===== config.mk =====
export PLATFORM = sky130hd
export DESIGN_NAME = alu_writeback
export DESIGN_NICKNAME = d
export VERILOG_FILES = /design/src/rtl/alu_writeback.sv
export SDC_FILE = /design/constraint.sdc
export NUM_CORES = 1
export LEC_CHECK = 0
export ABC_AREA = 1
export BUFFER_PORTS_ARGS = -buffer_cell sky130_fd_sc_hd__buf_2
export CORE_ASPECT_RATIO = 1.4
export CORE_MARGIN = 5
export CORE_UTILIZATION = 45
export DETAILED_ROUTE_END_ITERATION = 6
export MAX_ROUTING_LAYER = met4
export PLACE_DENSITY_LB_ADDON = 0.3
export SLEW_MARGIN = 10
export SYNTH_ARGS = -nofsm -noshare
export SYNTH_HDL_FRONTEND = slang
export SYNTH_SLANG_ARGS = --single-unit
export TNS_END_PERCENT = 10

===== constraint.sdc =====
create_clock -name I_CLK -period 2.3 [get_ports I_CLK]
set_input_delay 0.46 -clock I_CLK [delete_from_list [all_inputs] [get_ports I_CLK]]
set_output_delay 0.46 -clock I_CLK [all_outputs]
set_load 0.02 [all_outputs]

===== src/rtl/alu_writeback.sv =====
// ALU writeback stage: latches masked ALU flags into the status register,
// queues register-file writes in a 2-entry FIFO, and evaluates branch
// conditions against the registered status.
module alu_writeback #(
   parameter int DATA_WIDTH = 16
) (
   input  logic                  I_CLK,
   input  logic                  I_RESET,
   input  logic                  I_VALID,
   output logic                  O_READY,
   input  logic [DATA_WIDTH-1:0] I_C,
   input  logic [4:0]            I_STATUS,
   input  logic [4:0]            I_FLAG_MASK,
   input  logic [3:0]            I_DEST,
   input  logic                  I_WB_EN,
   output logic                  O_WB_VALID,
   input  logic                  I_WB_READY,
   output logic [DATA_WIDTH-1:0] O_WB_DATA,
   output logic [3:0]            O_WB_DEST,
   output logic [4:0]            O_PSR,
   input  logic [3:0]            I_COND,
   output logic                  O_COND_TRUE
);

   // FIFO storage is never reset; validity is tracked by count_q alone
   logic [DATA_WIDTH-1:0] dataMem_q [2];
   logic [3:0]            destMem_q [2];

   logic       wrPtr_q, wrPtr_d;
   logic       rdPtr_q, rdPtr_d;
   logic [1:0] count_q, count_d;
   logic [4:0] psr_q, psr_d;

   logic accept;
   logic push;
   logic pop;

   logic flagC, flagL, flagF, flagZ, flagN;

   // Ready depends only on occupancy so the register file's ready never
   // ripples back into the ALU handshake
   assign O_READY    = (count_q < 2'd2);
   assign O_WB_VALID = (count_q != 2'd0);
   assign O_WB_DATA  = dataMem_q[rdPtr_q];
   assign O_WB_DEST  = destMem_q[rdPtr_q];
   assign O_PSR      = psr_q;

   assign accept = I_VALID & O_READY;
   assign push   = accept & I_WB_EN;
   assign pop    = O_WB_VALID & I_WB_READY;

   assign flagC = psr_q[0];
   assign flagL = psr_q[1];
   assign flagF = psr_q[2];
   assign flagZ = psr_q[3];
   assign flagN = psr_q[4];

   // Next-state for pointers, occupancy and the masked status update
   always_comb begin
      wrPtr_d = wrPtr_q;
      rdPtr_d = rdPtr_q;
      count_d = count_q;
      psr_d   = psr_q;
      if (push) begin
         wrPtr_d = ~wrPtr_q;
      end
      if (pop) begin
         rdPtr_d = ~rdPtr_q;
      end
      case ({push, pop})
         2'b10:   count_d = count_q + 2'd1;
         2'b01:   count_d = count_q - 2'd1;
         default: count_d = count_q;
      endcase
      if (accept) begin
         psr_d = (psr_q & ~I_FLAG_MASK) | (I_STATUS & I_FLAG_MASK);
      end
   end

   // Control state, cleared asynchronously so queued writes are discarded
   always_ff @(posedge I_CLK or posedge I_RESET) begin
      if (I_RESET) begin
         wrPtr_q <= 1'b0;
         rdPtr_q <= 1'b0;
         count_q <= 2'd0;
         psr_q   <= 5'b00000;
      end else begin
         wrPtr_q <= wrPtr_d;
         rdPtr_q <= rdPtr_d;
         count_q <= count_d;
         psr_q   <= psr_d;
      end
   end

   // Write the accepted result into the slot under the write pointer
   always_ff @(posedge I_CLK) begin
      if (push) begin
         dataMem_q[wrPtr_q] <= I_C;
         destMem_q[wrPtr_q] <= I_DEST;
      end
   end

   // Branch condition decode against the registered flags
   always_comb begin
      O_COND_TRUE = 1'b0;
      case (I_COND)
         4'b0000: O_COND_TRUE = flagZ;
         4'b0001: O_COND_TRUE = ~flagZ;
         4'b0010: O_COND_TRUE = flagC;
         4'b0011: O_COND_TRUE = ~flagC;
         4'b0100: O_COND_TRUE = flagL;
         4'b0101: O_COND_TRUE = ~flagL;
         4'b0110: O_COND_TRUE = flagN;
         4'b0111: O_COND_TRUE = ~flagN;
         4'b1000: O_COND_TRUE = flagF;
         4'b1001: O_COND_TRUE = ~flagF;
         4'b1010: O_COND_TRUE = ~flagL & ~flagZ;
         4'b1011: O_COND_TRUE = flagL | flagZ;
         4'b1100: O_COND_TRUE = ~flagN & ~flagZ;
         4'b1101: O_COND_TRUE = flagN | flagZ;
         4'b1110: O_COND_TRUE = 1'b1;
         default: O_COND_TRUE = 1'b0;
      endcase
   end

endmodule


# Word-level counts from Yosys, hierarchy flattened
# Memory sizes are Yosys's and may differ from the RTL's.
# Cells that the tools add are included.
# W data, S select, Z words.
[word_totals]
word_cells = 50
out_inout_bits = 28
mem_count = 2
register_bits = 9
ram_bits = 40
input_bits = 39
[mem_list]
columns = ["name", "words", "word_bits", "rd", "rd_clocked_by_memory_dff", "wr", "line", "rtl"]
rows = [
  ["dataMem_q", 2, 16, 1, 0, 1, "26", "logic [DATA_WIDTH-1:0] dataMem_q [2];"],
  ["destMem_q", 2, 4, 1, 0, 1, "27", "logic [3:0] destMem_q [2];"],
]
[op_classes]
n_reduce_logical = 3
bitwise_logic = 18
order_cmp = 1
add_sub_neg = 2
eq_ne = 16
n_mux = 4
[ops]
columns = ["cell", "n"]
rows = [
  ["$eq A4 B4 Y1 const B", 7],
  ["$eq A4 B3 Y1 const B", 4],
  ["$pmux W1 S15", 1],
  ["$and A5 B5 Y5", 2],
  ["$eq A4 B2 Y1 const B", 2],
  ["$not A1 Y1", 7],
  ["$and A1 B1 Y1", 5],
  ["$not A5 Y5", 1],
  ["$or A5 B5 Y5", 1],
  ["$eq A4 B1 Y1 const B", 1],
  ["$logic_not A4 Y1", 1],
  ["$pmux W2 S2", 1],
  ["$reduce_bool A2 Y1", 2],
  ["$add A2 B1 Y2 const B", 1],
  ["$eq A2 B1 Y1 const B", 1],
  ["$eq A2 B2 Y1 const B", 1],
  ["$lt A2 B2 Y1 const B", 1],
  ["$mux W1", 2],
  ["$or A1 B1 Y1", 2],
  ["$sub A2 B1 Y2 const B", 1],
]

# Longest topological paths before layout
[logic_depth]
ltp_word = 5
mapped_depth = 9
depth_no_buf = 9

# Least setup slack after synthesis
# OpenSTA, ideal clock, no wires.
[synth_timing]
kind = "input -> register"
startpoint = "input port I_VALID"
endpoint = "memory dataMem_q[0][0] (enable)"
slack_ns = 0.149
path_stages = 4
arrival_ns = 1.754
required_time_ns = 1.903
setup_ns = 0.397
n_path_buf = 0
cell_sequence = "inv_1 > nor2_1 > nand2_1 > nor2_1"
[synth_between]
elab_chain_len = 4
[synth_rtl]
columns = ["item", "line", "rtl"]
rows = [
  ["start: declaration", "9", "input logic I_VALID,"],
  ["$and A1 B1 Y1", "48", "assign accept = I_VALID & O_READY;"],
  ["$and A1 B1 Y1", "49", "assign push = accept & I_WB_EN;"],
  ["$mux W1", "97", "if (push) begin"],
  ["$mux W1 (implied by the code)", "98", "dataMem_q[wrPtr_q] <= I_C;"],
  ["end: declaration", "26", ""],
]
# No other way between the ends.

# Final worst setup path
[layout_timing]
startpoint = "register rdPtr_q"
endpoint = "output port O_WB_DEST[2]"
[layout_between]
elab_chain_len = 1
[layout_rtl]
columns = ["item", "line", "rtl"]
rows = [
  ["start: declaration", "30", "logic rdPtr_q, rdPtr_d;"],
  ["start signal: assignment", "89", "rdPtr_q <= rdPtr_d;"],
  ["$mem_v2 Z2 W4", "--", ""],
  ["end: declaration", "19", "output logic [3:0] O_WB_DEST,"],
]
# No other way between the ends.

==> flow_summary.ini <==
[run_status]
outcome = finished clean

[logic_synthesis]
ys_types = 20
syn_area_um2 = 2090
yosysWarnings = 0
synth_seq_cells = 49
synth_cells = 160
syn_area_per_cell_um2 = 13.1
synth_seq_area_share = 0.681
syn_nets = 200

[cells_and_area]
finish.utilization = 0.575
multi_input_comb_area_um2 = 574
seq_area_um2 = 1430
layout-drive-gt1-share = 0.455
area_growth_pct = 24.5
final_nets = 272
final_cell_mix = buf_2, edfxtp_1, nand2_1
antenna_cells = 0
final_common_cell = buf_2
nFillCells = 399

[critical_path]
r2r_slack_ps = 550
worst-endpoint-arrival_ps = 1440
worstRegToRegCells = 6
path_cells = buf_4 -> mux2_2 -> buf_2
crit_type = flip-flop to output pin
worstReg2RegEnd = count_q[1]$_DFFE_PP0P_
cp-endpoint = O_WB_DEST[2]
cp_max_fo = 21
cp.required_ps = 1840
slowest_delay_ps = 380
worstSetupEndpointType = output pin
startpoint = rdPtr_q$_DFFE_PP0P_
startpoint_type = flip-flop
reg2reg_from = count_q[1]$_DFFE_PP0P_
cp_slowest_cell = mux2_2

[pwr]
ir_drop_mv = 0.656
p_leak_nw = 1.12
power_density_nw_per_um2 = 1080

[sta]
fin_skew_ps = 4.86
rsz0062_at_grt = false
tightest_slew_ps = 340
fin_ws_ps = 403
drv_slew = 0
relSlewSlack = 0.773
finalCritPeriodShare = 0.825
fmax_mhz = 527
finalSetupViolCount = 0
hold_violations = 0
period_minus_slack_ps = 1900
tns_ps = 0

[floorplanning]
fp.dieW_um = 67.7
start_util = 0.462
fp-row-count = 29
die_h_um = 90.7
dieArea_um2 = 6140
io_pins = 67
fp.coreArea_um2 = 4540

[clocking]
clock-sinks = 49
insertion_delay_ps = 290
cts_htree_levels = 2
clkSlewWorstSetupHoldPaths_ps = 80
cts_buffers = 5
holdBufCountCts = 0
root_buffer = clkbuf_8
cts_buffer_depth = 2
postCtsSetupRepairBufs = 0
cts-resized-gates = 0
cts_tree = done

[routing]
drc_errors = 0
ant_nets = 0
drtIter0Drc = 50
dr.pass1.iters = 4
wl_mm = 3.82
wl_per_cell_um = 12.9
avgViaCountPerCell = 4.72
vias = 1392

[job]
max-cap-violations = 0

[global_routing]
track_usage = 0.140
grt_pass1_vias = 1501
antenna_found_initial = 0
grt_pass1_wl_mm = 6.43
grt-ovfl-total = 0
grt_max_degree = 22

[placement]
gp_routability_congestion = 0.848
hpwl_mm = 2.90
post-place-ws_ps = 379
port_buffers = 66

[worst_hold_path]
hp-class = input pin to async pin
[kinds of logic (layout without fill, tap and decap cells)]
| logic type | count (synthesis) | in the layout | synth area share |
|---|---|---|---|
| AND/OR/NAND/NOR | 55 | 55 | 0.118 |
| flip-flops | 49 | 49 | 0.681 |
| buffers and inverters | 21 | 94 | 0.0472 |
| multiplexers | 20 | 20 | 0.108 |
| AO/OA/AOI/OAI | 10 | 10 | 0.0239 |
| XOR/XNOR | 4 | 4 | 0.0167 |
| adder cells (fa/ha/maj) | 1 | 1 | 0.00597 |
[cell type report]
class	instances	share of cell area
Timing Repair Buffer	69	0.135
Inverter	17	0.0254
Tap cell	62	0.0298
Multi-Input combinational cell	90	0.220
Sequential cell	49	0.547
Clock buffer	5	0.0264
Clock inverter	3	0.0158
[layer usage]
layer  global-route usage  vias up  share of wire
li1                     -      691              -
met1                0.148      634           0.40
met2                0.243       58           0.51
met3               0.0286        9          0.072
met4               0.0609        0          0.024
met5                    -        -              0
[synth_stat cells]
cell       n  area (µm²)
edfxtp_1  40        1200
nand2_1   24        90.1
mux2_2    20         225
inv_1     14        52.6
nand3_1   14        70.1
nor2_1    12        45.0
dfrtp_1    9         225
a21oi_1    7        35.0
o21ai_0    3        15.0
buf_2      2        10.0
buf_6      2        22.5
inv_2      2        7.51
nor2_4     2        22.5
xnor2_1    2        17.5
xor2_1     2        17.5
ha_1       1        12.5
inv_4      1        6.26
nand2_2    1        6.26
nor2_2     1        6.26
or2_2      1        6.26
[worst max-delay path, delay by kind of cell, from the launching register on]
kind / cells / cell delay [ps]
buffers and inverters: 2 / 440
muxes: 1 / 380
DFF: 1 / 330
[stage by stage]
| stage | total power, W | cell area, µm² | instances | hold slack [ps] |
|---|---|---|---|---|
| final | 0.00281 | 2610 | 295 | 112 |
| after global routing | 0.00299 | 2610 | 295 | 141 |
| after CTS | 0.00285 | 2610 | 295 | 118 |
| after detailed placement | 0.00226 | 2500 | 287 | 437 |
| after global placement | 0.00225 | 2500 | 287 | 433 |
| after floorplan | 0.00192 | 2090 | 160 | 288 |
[report_power, final]
part           internal (W)  switching (W)  leakage [nW]
Clock              0.000320       0.000262        0.0518
Sequential          0.00112      0.0000875         0.464
Combinational      0.000407       0.000615         0.604
Total               0.00184       0.000964          1.12
[how the worst min path moves through the flow]
stage                 to     from  slack, ps
2_1_floorplan  async pin  I_RESET        290
3_3_place_gp   async pin  I_RESET        430
3_5_place_dp   async pin  I_RESET        440
4_1_cts        async pin  I_RESET        120
5_1_grt        async pin  I_RESET        140
6_report       async pin  I_RESET        110
No activity file was read; power rests on OpenSTA's default activity.
